## config.mk

```make
export PLATFORM = sky130hd
export DESIGN_NAME = delay_pipe
export DESIGN_NICKNAME = d
export VERILOG_FILES = /design/src/rtl/delay_pipe.sv
export SDC_FILE = /design/constraint.sdc
export NUM_CORES = 1
export LEC_CHECK = 0
export BUFFER_PORTS_ARGS = -buffer_cell sky130_fd_sc_hd__buf_2
export CAP_MARGIN = 20
export CORE_ASPECT_RATIO = 1.5
export CORE_UTILIZATION = 42
export DETAILED_ROUTE_END_ITERATION = 7
export HOLD_SLACK_MARGIN = 0.06
export PLACE_DENSITY = 0.7
export SLEW_MARGIN = 20
export SYNTH_ARGS = -nofsm -noshare
export SYNTH_HDL_FRONTEND = slang
export SYNTH_SLANG_ARGS = --single-unit
export TNS_END_PERCENT = 20
```

## constraint.sdc

```tcl
create_clock -name clk -period 2.8 [get_ports clk]
set_input_delay 0.14 -clock clk [delete_from_list [all_inputs] [get_ports clk]]
set_output_delay 0.14 -clock clk [all_outputs]
set_load 0.05 [all_outputs]
```

## src/rtl/delay_pipe.sv

```systemverilog
// Purpose: DEPTH-stage shift pipeline carrying {data, valid}, with an occupancy count of valid stages.
// Latency: DEPTH enabled edges from D_i/vld_i to Q_o/vld_o; edges with en_i low add no progress.
// Backpressure: none; en_i low freezes every stage and fill_o, and clr_i empties the pipe (clear beats shift).
//
// Ports:
//   clk        rising-edge clock
//   reset      asynchronous active-low reset (data stages -> RESET_VAL, valids/fill -> 0)
//   en_i       shift enable
//   clr_i      synchronous clear
//   D_i,vld_i  sample entering stage 0
//   Q_o,vld_o  sample leaving stage DEPTH-1 (registered)
//   fill_o     number of stages currently holding a valid flag
// Optional (macro DELAY_PIPE_TAP_EN):
//   tap_sel_i  stage index to observe
//   tap_o,tap_vld_o  combinational view of the selected stage; RESET_VAL/0 when the index is out of range
module delay_pipe #(
  parameter int               WIDTH     = 8,
  parameter int               DEPTH     = 4,
  parameter logic [WIDTH-1:0] RESET_VAL = '0,
  localparam int              FW        = $clog2(DEPTH + 1),
  localparam int              TSW       = (DEPTH > 1) ? $clog2(DEPTH) : 1
) (
  input  logic             clk,
  input  logic             reset,
  input  logic             en_i,
  input  logic             clr_i,
  input  logic [WIDTH-1:0] D_i,
  input  logic             vld_i,
`ifdef DELAY_PIPE_TAP_EN
  input  logic [TSW-1:0]   tap_sel_i,
  output logic [WIDTH-1:0] tap_o,
  output logic             tap_vld_o,
`endif
  output logic [WIDTH-1:0] Q_o,
  output logic             vld_o,
  output logic [FW-1:0]    fill_o
);

  logic [WIDTH-1:0] dat_q [DEPTH];
  logic [DEPTH-1:0] vld_q;
  logic [FW-1:0]    fill_q;

  always_ff @(posedge clk or negedge reset) begin
    if (!reset) begin
      for (int k = 0; k < DEPTH; k++) dat_q[k] <= RESET_VAL;
      vld_q  <= '0;
      fill_q <= '0;
    end else if (clr_i) begin
      for (int k = 0; k < DEPTH; k++) dat_q[k] <= RESET_VAL;
      vld_q  <= '0;
      fill_q <= '0;
    end else if (en_i) begin
      // Data moves regardless of valid; invalid stages just carry stale bytes.
      dat_q[0] <= D_i;
      vld_q[0] <= vld_i;
      for (int k = 1; k < DEPTH; k++) begin
        dat_q[k] <= dat_q[k-1];
        vld_q[k] <= vld_q[k-1];
      end
      // One flag enters and one leaves per shift, so the count stays within 0..DEPTH.
      fill_q <= fill_q + FW'(vld_i) - FW'(vld_q[DEPTH-1]);
    end
  end

  assign Q_o    = dat_q[DEPTH-1];
  assign vld_o  = vld_q[DEPTH-1];
  assign fill_o = fill_q;

`ifdef DELAY_PIPE_TAP_EN
  // Compare-and-select mux so indices beyond DEPTH-1 fall through to the default.
  always_comb begin
    tap_o     = RESET_VAL;
    tap_vld_o = 1'b0;
    for (int k = 0; k < DEPTH; k++) begin
      if (tap_sel_i == TSW'(k)) begin
        tap_o     = dat_q[k];
        tap_vld_o = vld_q[k];
      end
    end
  end
`endif

endmodule

```

==> results.py, run 1 <==
metrics = {
    "timing": {
        "fmax_mhz": 509,
        "hold_viol": 0,
        "slew_headroom_pct": 44.8,
        "fin_tns_setup_ps": 0,
        "layout_setup_ws_ps": 836,
        "grt_setup_unrepaired": "false",
        "slew_violations": 0,
        "tightestPinTransition_ps": 829,
        "setup_violations": 0,
        "post-route-min-period_ps": 1960,
        "skew_ps": 4.85,
        "period_share_pct": 70.2,
    },
    "synth": {
        "yosysSeqAreaShare_pct": 55.9,
        "synth.distinct_cells": 15,
        "avgSynthCellArea_um2": 12.1,
        "synth_area_leaders": "dfrtp_1, mux2i_1, nor2_1",
        "synthCells": 144,
        "synth_top_area_share_pct": 55.9,
        "synth_nets": 160,
        "synth_top_area_cell": "dfrtp_1",
        "ys_warn_count": 0,
        "syn_area_um2": 1750,
        "synth-seq-cells": 39,
    },
    "status": {
        "run_status": "complete, no violations",
    },
    "die": {
        "die_area_um2": 4420,
        "ioPinCount": 25,
        "die_w_um": 54.6,
        "row_count": 28,
        "start_util_pct": 44.1,
        "die_h_um": 81.0,
        "core_area_um2": 3960,
    },
    "critical_path": {
        "crit_buf_inv": 3,
        "cp-end-kind": "flop",
        "cp_cell_sequence": "inv_1 -> ha_1 -> inv_1 -> ha_1 -> inv_1 -> fa_1 -> xor2_1 -> a21oi_2 -> a31o_1",
        "critPathMaxFanout": 3,
        "cp_top_family": "adder cells",
        "r2r_setup_slack_ps": 840,
        "slowest_stage": "dfrtp_1",
        "slowest_delay_ps": 380,
        "crit_arrival_ps": 2140,
        "crit_type": "reg -> reg",
        "worst-endpoint-required_ps": 2980,
        "critPathLaunchType": "flop",
        "timing.critical_path.mode_cell": "inv_1",
    },
    "placed_design": {
        "gp_congestion": 0.671,
        "pre_cts_slack_ps": 881,
        "hpwl_mm": 1.77,
        "port_buffers": 24,
    },
    "clock_tree": {
        "insertion_delay_ps": 290,
        "post-cts-setup-buffers": 0,
        "clock_path_buffers": 2,
        "clk_pin_slew_ps": 70,
        "cts_root_buf": "clkbuf_8",
        "cts_buffers": 5,
        "cts_tree": "built",
        "cts-htree-levels": 2,
        "clkSinkCount": 39,
    },
    "run": {
        "cap_violations": 0,
    },
    "cells_and_area": {
        "syn_to_final_growth_pct": 9.25,
        "drive_above_1_share_pct": 21.1,
        "post-route-util_pct": 48.2,
        "final_cell_mix": "dfrtp_1, nor2_1, mux2i_1, buf_2, clkbuf_8",
        "diodes": 0,
        "nNetsFinal": 176,
    },
    "global_route": {
        "grt_pass1_vias": 1089,
        "antenna_found_initial": 0,
        "grt_overflow": 0,
        "grt_usage_pct": 15.1,
        "grt_pass1_wl_mm": 4.72,
        "grt_max_degree": 41,
    },
    "power_and_ir_drop": {
        "vdd_ir_drop_max_v": 0.000433,
        "p_leak_nw": 1.06,
        "power.density_nw_per_um2": 610,
    },
    "route": {
        "avgViaCountPerCell": 4.91,
        "antenna_left": 0,
        "vias": 1011,
        "drt_iter0_drc": 18,
        "drt-pass1-iter-count": 2,
        "routed_wl_mm": 2.67,
        "drc": 0,
        "wl_per_cell_um": 12.9,
    },
    "hold_path": {
        "hold_class": "in -> reg",
    },
}
[cell type report]
class / count / area [um2]
Tap cell: 45 / 56.3
Inverter: 4 / 15.0
Sequential cell: 39 / 976
Clock buffer: 6 / 82.6
Clock inverter: 2 / 35.0
Timing Repair Buffer: 26 / 138
Multi-Input combinational cell: 84 / 604
Fill cell: 366 / 2050
[path summary, 6_finish.rpt]
path,cells past startpoint,to,from
min reg2reg,2,Q_o[1]$_DFFE_PN0P_,Q_o[1]$_DFFE_PN0P_
max in group asynchronous,2,Q_o[1]$_DFFE_PN0P_,reset
min in group asynchronous,2,Q_o[3]$_DFFE_PN0P_,reset
max reg2reg,9,fill_o[2]$_DFFE_PN0P_,fill_o[0]$_DFFE_PN0P_
max,9,fill_o[2]$_DFFE_PN0P_,fill_o[0]$_DFFE_PN0P_
min,3,dat_q[31]$_DFFE_PN0P_,D_i[7]
[repair_timing]
item,in CTS,in global routing
hold buffers,1,0
resized for setup,0,0
hold endpoints to repair,39,0
setup endpoints to repair,0,0
[metal layers]
layer  GRT usage (%)  share of wire [%]  vias up
met3            3.93                4.0        6
met1            17.3                 42      498
met4            8.97                2.6        0
met2            24.5                 52       19
met5               0                  0        -
li1                -                  -      488
[cell families after synthesis]
group | count (synthesis) | synth area share (%)
AO/OA/AOI/OAI | 2 | 1.00
XOR/XNOR | 1 | 0.502
adder cells (fa/ha/maj) | 3 | 2.58
buffers and inverters | 21 | 9.46
flip-flops | 39 | 55.9
multiplexers | 38 | 21.8
AND/OR/NAND/NOR | 40 | 8.75
[sequential cells by signal (all words and copies together), names as in the netlist]
signal and count:
Q_o 8, dat_q 24, fill_o 3, vld_q 4
[Yosys cell counts]
library cell,instances
xor2_1,1
inv_1,4
nor2_1,39
nand2b_1,1
clkbuf_1,1
ha_1,2
fa_1,1
mux2i_1,38
buf_2,3
a21oi_2,1
buf_8,4
dfrtp_1,39
a31o_1,1
buf_4,8
buf_6,1
[worst reg2reg max path, cell delays in order, from the launching register on]
cell and delay, ps:
dfrtp_1 380, inv_1 50, ha_1 260, inv_1 70
ha_1 140, inv_1 50, fa_1 380, xor2_1 240
a21oi_2 90, a31o_1 200
[power breakdown]
group          leakage [nW]  internal [W]  switching [W]
registers             0.535      0.000580      0.0000106
logic                 0.466     0.0000375      0.0000646
clock network        0.0612      0.000288       0.000182
total                  1.06      0.000906       0.000258
[metrics by stage]
step	power (W)	cells	hold slack, ps	instance area [um2]
after floorplan	0.000681	144	-156	1750
after global placement	0.000699	197	272	1780
after detailed placement	0.000705	197	296	1780
after CTS	0.00119	206	87.7	1910
after global routing	0.00122	206	95.9	1910
final	0.00116	206	94.8	1910
No activity file was read; power rests on OpenSTA's default activity.
==> run 2: changes to the inputs <==
- PLACE_DENSITY: 0.7 -> 0.72
- clock period: 2.8 -> 1.6 ns (I/O delays scaled with it)
==> run 2 against run 1 <==
The flow now finishes with violations (negative setup slack). Wire length up 3.2%. Setup slack lost 1000 ps. Clock skew shrank 0.83 ps. Via count up 5.8%. Register-to-register slack got worse by 1000 ps. Critical path type unchanged. Largest power group unchanged.
==> results.py, run 2 (same netlist as run 1, synthesis figures left out) <==
metrics = {
    "status": {
        "run_status": "finished, violations left",
        "violations": "negative setup slack",
    },
    "clock_tree": {
        "cts-htree-levels": 2,
        "clock_path_buffers": 2,
        "clkSinkCount": 39,
        "cts_tree": "built",
        "cts_buffers": 5,
        "clk_pin_slew_ps": 70,
        "cts_root_buf": "clkbuf_8",
        "insertion_delay_ps": 290,
    },
    "timing": {
        "setup_violations": 2,
        "hold_viol": 0,
        "fin_tns_setup_ps": -289,
        "grt_setup_unrepaired": "true",
        "layout_setup_ws_ps": -165,
        "slew_headroom_pct": 76.7,
        "fmax_mhz": 567,
        "post-route-min-period_ps": 1770,
        "period_share_pct": 110,
        "skew_ps": 4.02,
        "slew_violations": 0,
        "tightestPinTransition_ps": 350,
    },
    "route": {
        "drc": 0,
        "drt-pass1-iter-count": 4,
        "wl_per_cell_um": 12.6,
        "routed_wl_mm": 2.75,
        "vias": 1070,
        "drt_iter0_drc": 17,
        "avgViaCountPerCell": 4.89,
        "antenna_left": 0,
    },
    "power_and_ir_drop": {
        "power_w": 0.00206,
        "vdd_ir_drop_max_v": 0.00104,
        "p_leak_nw": 1.12,
        "power.density_nw_per_um2": 994,
    },
    "critical_path": {
        "cp_top_family": "adder cells",
        "slowest_delay_ps": 430,
        "crit_type": "reg -> reg",
        "r2r_setup_slack_ps": -170,
        "slowest_stage": "dfrtp_2",
        "crit_buf_inv": 2,
        "timing.rr.end": "fill_o[2]$_DFFE_PN0P_",
        "reg2regPathDepth": 8,
        "crit_arrival_ps": 1950,
        "worst-endpoint-required_ps": 1780,
        "critPathLaunchType": "flop",
        "cp-end-kind": "flop",
        "critPathMaxFanout": 2,
        "r2r_start": "vld_q[3]$_DFFE_PN0P_",
        "cp_cell_sequence": "ha_4 -> inv_2 -> ha_4 -> inv_2 -> fa_2 -> xor2_2 -> a21oi_2 -> a31o_1",
    },
    "cells_and_area": {
        "largest-register": "dat_q",
        "syn_to_final_growth_pct": 18.4,
        "nNetsFinal": 189,
        "final_cell_mix": "nor2_1, mux2i_1, dfrtp_1, buf_2, dlygate4sd3_1",
        "largest_reg_flops": 24,
        "post-route-util_pct": 52.2,
        "drive_above_1_share_pct": 28.2,
        "layout_commonest_cell": "nor2_1",
        "diodes": 0,
    },
    "hold_path": {
        "min_from": "D_i[6]",
        "hold_end": "dat_q[30]$_DFFE_PN0P_",
        "min_path_cells": 3,
        "hold_class": "in -> reg",
    },
    "die": {
        "ioPinCount": 25,
        "die_w_um": 54.6,
        "core_area_um2": 3960,
        "die_h_um": 81.0,
        "start_util_pct": 44.1,
        "die_area_um2": 4420,
        "row_count": 28,
    },
    "global_route": {
        "grt_max_degree": 41,
        "grt_usage_pct": 15.6,
        "antenna_found_initial": 0,
        "grt_pass1_vias": 1121,
        "grt_overflow": 0,
        "grt_pass1_wl_mm": 4.82,
    },
    "placed_design": {
        "port_buffers": 24,
        "gp_congestion": 0.693,
        "hpwl_mm": 1.90,
    },
    "run": {
        "cap_violations": 0,
    },
}
run 2: cell count changes in the layout (fill, tap and decap cells not counted), moves of 2 or more:
cell and delta:
buf_4 +5, ha_4 +2, inv_1 -3, dfrtp_2 +2, ha_1 -2, dfrtp_1 -2, dlygate4sd3_1 +7, inv_2 +3
run 2: layout make-up:
type	instances	area, um2
inverters	4	15.0
well taps	45	56.3
clock buffers	5	68.8
multi-input cells	84	639
fillers	357	1890
flip-flops and latches	39	978
repair buffers	39	265
clock inverters	3	43.8
run 2: worst max path at each step:
stage                                      from               endpoint  depth (start not counted)
after floorplan           fill_o[0]$_DFFE_PN0P_  fill_o[2]$_DFFE_PN0P_                          9
after global placement     vld_q[3]$_DFFE_PN0P_  fill_o[2]$_DFFE_PN0P_                          8
after detailed placement   vld_q[3]$_DFFE_PN0P_  fill_o[2]$_DFFE_PN0P_                          8
after CTS                  vld_q[3]$_DFFE_PN0P_  fill_o[2]$_DFFE_PN0P_                          8
after global routing      fill_o[0]$_DFFE_PN0P_  fill_o[2]$_DFFE_PN0P_                          9
final                      vld_q[3]$_DFFE_PN0P_  fill_o[2]$_DFFE_PN0P_                          8
run 2: repair_timing:
item	in CTS	in global routing
hold buffers	8	0
endpoints found under the setup margin	2	2
resized for setup	6	0
setup buffers	0	1
pin swaps	2	1
hold endpoints to repair	46	0
run 2: worst register-to-register path: stages, from the launching register on:
cell and delay (ps):
dfrtp_2 430, ha_4 240, inv_2 60, ha_4 120, inv_2 30, fa_2 340, xor2_2 190, a21oi_2 80
a31o_1 180
run 2: power breakdown:
group | switching [W] | internal, W
clock | 0.000338 | 0.000464
combinational | 0.000124 | 0.0000951
sequential | 0.0000193 | 0.00102
run 2: through the flow:
stage / instances / instance area, um2 / setup WS, ps / hold slack (ps)
finish: 219 / 2070 / -165 / 94.9
global route: 219 / 2070 / -203 / 96.0
CTS: 218 / 2060 / -189 / 95.5
detailed placement: 202 / 1840 / -240 / -24.8
global placement: 202 / 1840 / -148 / -29.4
floorplan: 144 / 1760 / -309 / -216
run 2: per-layer routing:
| metal | track usage [%] | share of wire, % | vias up | wire, um |
|---|---|---|---|---|
| li1 | - | - | 515 | - |
| met1 | 17.1 | 41 | 529 | 1120 |
| met4 | 9.23 | 2.5 | 0 | 70 |
| met3 | 3.93 | 3.6 | 5 | 100 |
| met2 | 26.0 | 53 | 21 | 1460 |
| met5 | 0 | 0 | - | 0 |
